--- config.mk ---
export PLATFORM = sky130hd
export DESIGN_NAME = sim_tohost_monitor
export DESIGN_NICKNAME = d
export VERILOG_FILES = /design/src/rtl/sim_tohost_monitor.sv
export SDC_FILE = /design/constraint.sdc
export NUM_CORES = 1
export LEC_CHECK = 0
export ABC_AREA = 1
export BUFFER_PORTS_ARGS = -buffer_cell sky130_fd_sc_hd__buf_2
export CELL_PAD_IN_SITES_DETAIL_PLACEMENT = 2
export CELL_PAD_IN_SITES_GLOBAL_PLACEMENT = 2
export CORE_MARGIN = 10
export CORE_UTILIZATION = 30
export DETAILED_ROUTE_END_ITERATION = 16
export PLACE_DENSITY = 0.77
export SYNTH_ARGS = -nofsm -noshare
export SYNTH_HDL_FRONTEND = slang
export SYNTH_SLANG_ARGS = --single-unit
--- constraint.sdc ---
create_clock -name clk -period 5.9 [get_ports clk]
set_clock_uncertainty 0.05 [all_clocks]
set_input_delay 0.885 -clock clk [delete_from_list [all_inputs] [get_ports clk]]
set_output_delay 0.885 -clock clk [all_outputs]
set_load 0.005 [all_outputs]
--- src/rtl/sim_tohost_monitor.sv ---
// Simulation-side tohost/console responder: snoops the store port, reports end of test
// (pass/fail/timeout) after a drain window, and buffers console bytes in a small FIFO.
module sim_tohost_monitor #(
    parameter logic [31:0] TOHOST_ADDR    = 32'h0000_0100,
    parameter logic [31:0] CONSOLE_ADDR   = 32'h0000_0104,
    parameter int unsigned TIMEOUT_CYCLES = 1000,
    parameter int unsigned DRAIN_CYCLES   = 4,
    parameter int unsigned FIFO_DEPTH     = 8
) (
    input  logic        clk,
    input  logic        reset,
    input  logic        mem_write,
    input  logic [31:0] alu_result,
    input  logic [31:0] write_data,
    output logic        done,
    output logic        pass,
    output logic [30:0] fail_code,
    output logic        timeout,
    output logic [31:0] cycle_count,
    output logic        console_valid,
    output logic [7:0]  console_data,
    input  logic        console_ready,
    output logic        console_overflow
);

    localparam int unsigned DW = $clog2(DRAIN_CYCLES + 1);
    localparam int unsigned AW = $clog2(FIFO_DEPTH);

    typedef enum logic [1:0] {
        S_RUN,
        S_DRAIN,
        S_DONE,
        S_TIMEOUT
    } state_t;

    state_t         state;
    logic [31:0]    latched;
    logic [DW-1:0]  drain_cnt;
    logic           end_store;

    assign end_store = mem_write && (alu_result == TOHOST_ADDR) && write_data[0];

    always_ff @(posedge clk or posedge reset) begin
        if (reset) begin
            state       <= S_RUN;
            latched     <= '0;
            drain_cnt   <= '0;
            done        <= 1'b0;
            pass        <= 1'b0;
            fail_code   <= '0;
            timeout     <= 1'b0;
            cycle_count <= '0;
        end else begin
            case (state)
                S_RUN: begin
                    cycle_count <= cycle_count + 32'd1;
                    // An end store on the limit edge takes priority over the timeout.
                    if (end_store) begin
                        latched   <= write_data;
                        drain_cnt <= DW'(DRAIN_CYCLES);
                        state     <= S_DRAIN;
                    end else if (cycle_count == 32'(TIMEOUT_CYCLES - 1)) begin
                        state   <= S_TIMEOUT;
                        done    <= 1'b1;
                        timeout <= 1'b1;
                    end
                end
                S_DRAIN: begin
                    cycle_count <= cycle_count + 32'd1;
                    if (drain_cnt == DW'(1)) begin
                        state     <= S_DONE;
                        done      <= 1'b1;
                        pass      <= (latched == 32'h1);
                        fail_code <= (latched == 32'h1) ? '0 : latched[31:1];
                    end else begin
                        drain_cnt <= drain_cnt - DW'(1);
                    end
                end
                default: ;
            endcase
        end
    end

    logic [7:0]  fifo_mem [FIFO_DEPTH];
    logic [AW-1:0] wr_ptr;
    logic [AW-1:0] rd_ptr;
    logic [AW:0]   count;
    logic          push;
    logic          pop;
    logic          full;
    logic          push_ok;

    assign push          = mem_write && (alu_result == CONSOLE_ADDR);
    assign console_valid = (count != '0);
    assign pop           = console_valid && console_ready;
    assign full          = (count == (AW + 1)'(FIFO_DEPTH));
    assign push_ok       = push && (!full || pop);
    assign console_data  = fifo_mem[rd_ptr];

    always_ff @(posedge clk or posedge reset) begin
        if (reset) begin
            for (int unsigned i = 0; i < FIFO_DEPTH; i++) begin
                fifo_mem[i] <= '0;
            end
            wr_ptr           <= '0;
            rd_ptr           <= '0;
            count            <= '0;
            console_overflow <= 1'b0;
        end else begin
            if (push_ok) begin
                fifo_mem[wr_ptr] <= write_data[7:0];
                wr_ptr           <= wr_ptr + AW'(1);
            end
            if (pop) begin
                rd_ptr <= rd_ptr + AW'(1);
            end
            if (push && !push_ok) begin
                console_overflow <= 1'b1;
            end
            case ({push_ok, pop})
                2'b10:   count <= count + (AW + 1)'(1);
                2'b01:   count <= count - (AW + 1)'(1);
                default: ;
            endcase
        end
    end

endmodule

==> impl_summary.md <==
Placement
The number of buffer cells added on primary ports is 143. The placement-stage worst setup slack is roughly 2.2 ns. Routability-driven placement finished with a final weighted congestion of just under 0.8. After legalization and detailed placement, the total HPWL measured approximately 21 mm. After detailed placement, the total cell area comes to approximately 0.0098 sq mm. After detailed placement, the design holds a cell count of 1,557.

Detailed routing
Wire segments on met2 add up to between 10 and 15 mm in the final route. The routed design has 29.2 mm of wire. The total DRC errors in the routed layout is 0. The via total after detailed routing is 7,773.

Summed over all nets, wire length on met3 after detailed routing comes to a little under 1 mm. The iteration count of the initial detailed-routing pass is 4. After detailed routing, the number of vias per cell comes to between 4 and 5. After the first detailed-routing iteration, the DRC count stood at 411. After detailed routing, no signal wire sits above met4.

The mean routed wirelength per cell is between 15 and 20 um. The detail route stage leaves a number of antenna-violating nets equal to 0. The met1 routed wirelength after detailed routing is about 14 mm.

Timing
The shortest clock period the worst path allows after layout is 3.65 ns. The number of hold violations in the final report is 0. The final setup TNS is 0 ns.

The achievable clock frequency is about 270 MHz. The worst hold slack is around 0.42 ns. Setup violations remaining at the end of the flow were counted as 0.

Of the available clock period, the critical path in the final layout requires 0.619. Setup repair after global routing left no endpoint under its margin. The slew at the pin with the worst max-slew slack is ~1.2 ns. The final worst setup slack is roughly 2.2 ns.

The headroom to the max-slew limit is 0.187. The max-slew violation total from the final report is 0.

Global route
Across every metal layer, demand over resource in global routing totals 0.164. For this run the aggregate overflow at the end of global routing stands at 0. Entering global routing, the biggest net connects 78 pins. The via count of the first global-routing pass came to 8,524. The number of antenna violations at the first check in global routing is 0. The first-pass GRT wire length is roughly 48 mm.

Clocking
The number of instances resized during post-cts repair is 0. The CTS tree is built. The sink count of the clock tree is between 150 and 200. The root buffer cell is sky130_fd_sc_hd__clkbuf_16.

In this run, post-CTS hold repair placed 0 buffers. In this run, CTS created clock tree buffers numbering 17. At the later pin of the worst-skew pair, clock insertion delay measures 0.45 ns. The level count of the clock H-tree is 4. The longest clock path from root to sink contains 2 buffers. The register clock-pin slew on the reported worst setup and hold paths is 0.08 ns. The post-CTS setup-driven buffer insertion count is 0.

Synthesis
The cell type with the highest aggregate area in the netlist is sky130_fd_sc_hd__dfrtp_1. In this run the mean area of a mapped cell was between 8 and 9 sq um. In this run, distinct cell masters in the synthesized netlist total 36.

Ranked by total cell area, the synthesized netlist is headed by sky130_fd_sc_hd__dfrtp_1 (51%), sky130_fd_sc_hd__nand2_1 (14%), sky130_fd_sc_hd__nor2_1 (5.7%). Synthesis produced 1,068 cells. Of the post-synthesis cell area, the dominant cell type holds 0.509. The post-synthesis sequential area ratio is 0.509. The register bit count reported by yosys is 178. The number of enable-type register cells in the synthesized netlist is 0. Among all flip-flop cells after synthesis, the most frequent one is sky130_fd_sc_hd__dfrtp_1. The most frequent cell after synthesis is sky130_fd_sc_hd__nand2_1.

After synthesis, the share of flip-flops with an asynchronous set or reset is 1.00. Ranked by instance count, the synthesized netlist is headed by sky130_fd_sc_hd__nand2_1 (328), sky130_fd_sc_hd__dfrtp_1 (178), sky130_fd_sc_hd__nor2_1 (132), sky130_fd_sc_hd__inv_1 (87), sky130_fd_sc_hd__nand4_1 (77). The cell area after synthesis is between 0.008 and 0.009 sq mm. The Yosys warning count is 0. The post-synthesis net count is ~1,100.

Power and ir drop
Internal power comes to about 2.0 mW. For this design the ratio of total power to cell area is between 200 and 300 mW/mm^2. The relative contribution of combinational cells to total power is 0.209. The cell leakage power is between 5 and 6 nW.

Of the total power, the clock network draws 0.369. The sequential fraction of design power is 0.422. Of the total power, the share spent switching nets is 0.342. The power consumption is 3.09 mW.

The maximum vdd drop is 0.263 mV. The switching power total is 1.06 mW.

Layout
The total non-filler cell area in the finished layout is about 0.010 sq mm. The final layout contains 1,268 nets. The ratio of cells with drive above 1 in the final layout is 0.182. The utilization of the core after routing is 0.360. 0 antenna diodes ended up in the layout. The non-filler instance count after layout is around 1,600. Counting the fill cells in the layout gives between 3,000 and 4,000. Compared with the post-synthesis result, the final layout area differs by 18.2%.

Floorplan
In this run the count of I/O pins placed on the die edge is around 140. The area of the die is 0.0364 sq mm. The core region is around 0.029 sq mm. The floorplan step set the die height to roughly 190 um.

The floorplan step set the die width to between 150 and 200 um. The initial core utilization is 0.304. The initialized floorplan defines 62 standard-cell rows.

Worst setup path
The data arrival time at the worst-slack endpoint is approximately 2.7 ns. The worst setup path is captured at an output port. For this design, the slowest cell found on the critical path is sky130_fd_sc_hd__dfrtp_1. Walking the worst path, the cells encountered are inv_1 -> o21ai_0 -> o22ai_1 -> nor2_1 -> a31oi_1 -> buf_2. The critical path start-end classification is register to output port.

On the worst path, the slowest cell contributes a delay of roughly 0.66 ns. The critical path data required time is between 4 and 5 ns. Of all nets on the critical path, the largest fanout is 18. The worst setup path is launched from a register.

Hold path
The class of the most critical hold timing path is register to register.

Flow run
The tool flagged a number of max-cap violations equal to 0.

Outcome
The flow ran to the end, and the final reports show no timing, DRC or antenna violations.
==> cells in the final DEF, fill, tap and decap left out, drive strengths merged <==
cell type and n:
nand3 30, nand3b 3, clkbuf 18, nor4 7, nor3 10, dfrtp 178, a21oi 11, nand2 333
clkinv 10, buf 152, nor2 144, a21o 1, xnor2 16, o22ai 8, o21ai 74, a31oi 8
xor2 20, nand4 79, o21bai 1, inv 93, clkinvlp 1, ha 8
==> layer usage <==
metal	global-route usage	vias to the layer above
met4	0.0466	0
met3	0.0280	28
li1	-	3707
met2	0.276	128
met1	0.211	3910
met5	0	-
==> final timing paths <==
kind	start	endpoint	slack, ns	depth (start not counted)
worst max-delay path	rd_ptr[1]	console_data[7]	2.25	6
worst min-delay path	done	done	0.42	2
worst max register to register	count[1]	count[2]	2.81	12
worst min register to register	done	done	0.42	2
max in group asynchronous	reset	fifo_mem[49]	4.09	3
min in group asynchronous	reset	fail_code[14]	0.53	2
==> kinds of logic (layout without fill, tap and decap cells) <==
| kind of cell | after synthesis | count (layout) | synth area share |
|---|---|---|---|
| compound gates | 103 | 103 | 0.0617 |
| xor+xnor | 36 | 36 | 0.0360 |
| fa+ha+maj | 8 | 8 | 0.0114 |
| buf+inv | 137 | 274 | 0.0702 |
| flops | 178 | 178 | 0.509 |
| simple gates | 606 | 606 | 0.312 |
==> critical path, delay by kind of cell, from the launching register on <==
family,cells,cell delay (ns)
DFF,1,0.66
and+or+nand+nor,1,0.08
AOI/OAI and AO/OA,3,0.73
buffers and inverters,2,0.78
==> state kept, by name (all words and copies together) (netlist names) <==
signal and flops:
done 1, drain_cnt 3, fail_code 31, latched 32, count 4, state 2
timeout 1, cycle_count 32, console_overflow 1, wr_ptr 3, pass 1, fifo_mem 64
rd_ptr 3
==> power groups by stage <==
stage	clock network [mW]	registers, mW	logic [mW]
after floorplan	0	1.29	0.423
after global placement	0	1.33	0.639
after detailed placement	0	1.33	0.656
after CTS	1.17	1.30	0.659
after global routing	1.22	1.31	0.726
final	1.14	1.30	0.646
==> layout make-up <==
class	count	area [sq um]	share of cell area
well taps	384	480	0.0464
clock buffers	18	439	0.0424
flip-flops and latches	178	4450	0.430
inverters	90	344	0.0332
multi-input cells	753	3700	0.358
clock inverters	14	148	0.0143
repair buffers	152	783	0.0757
Power figures use the tool's default switching activity.
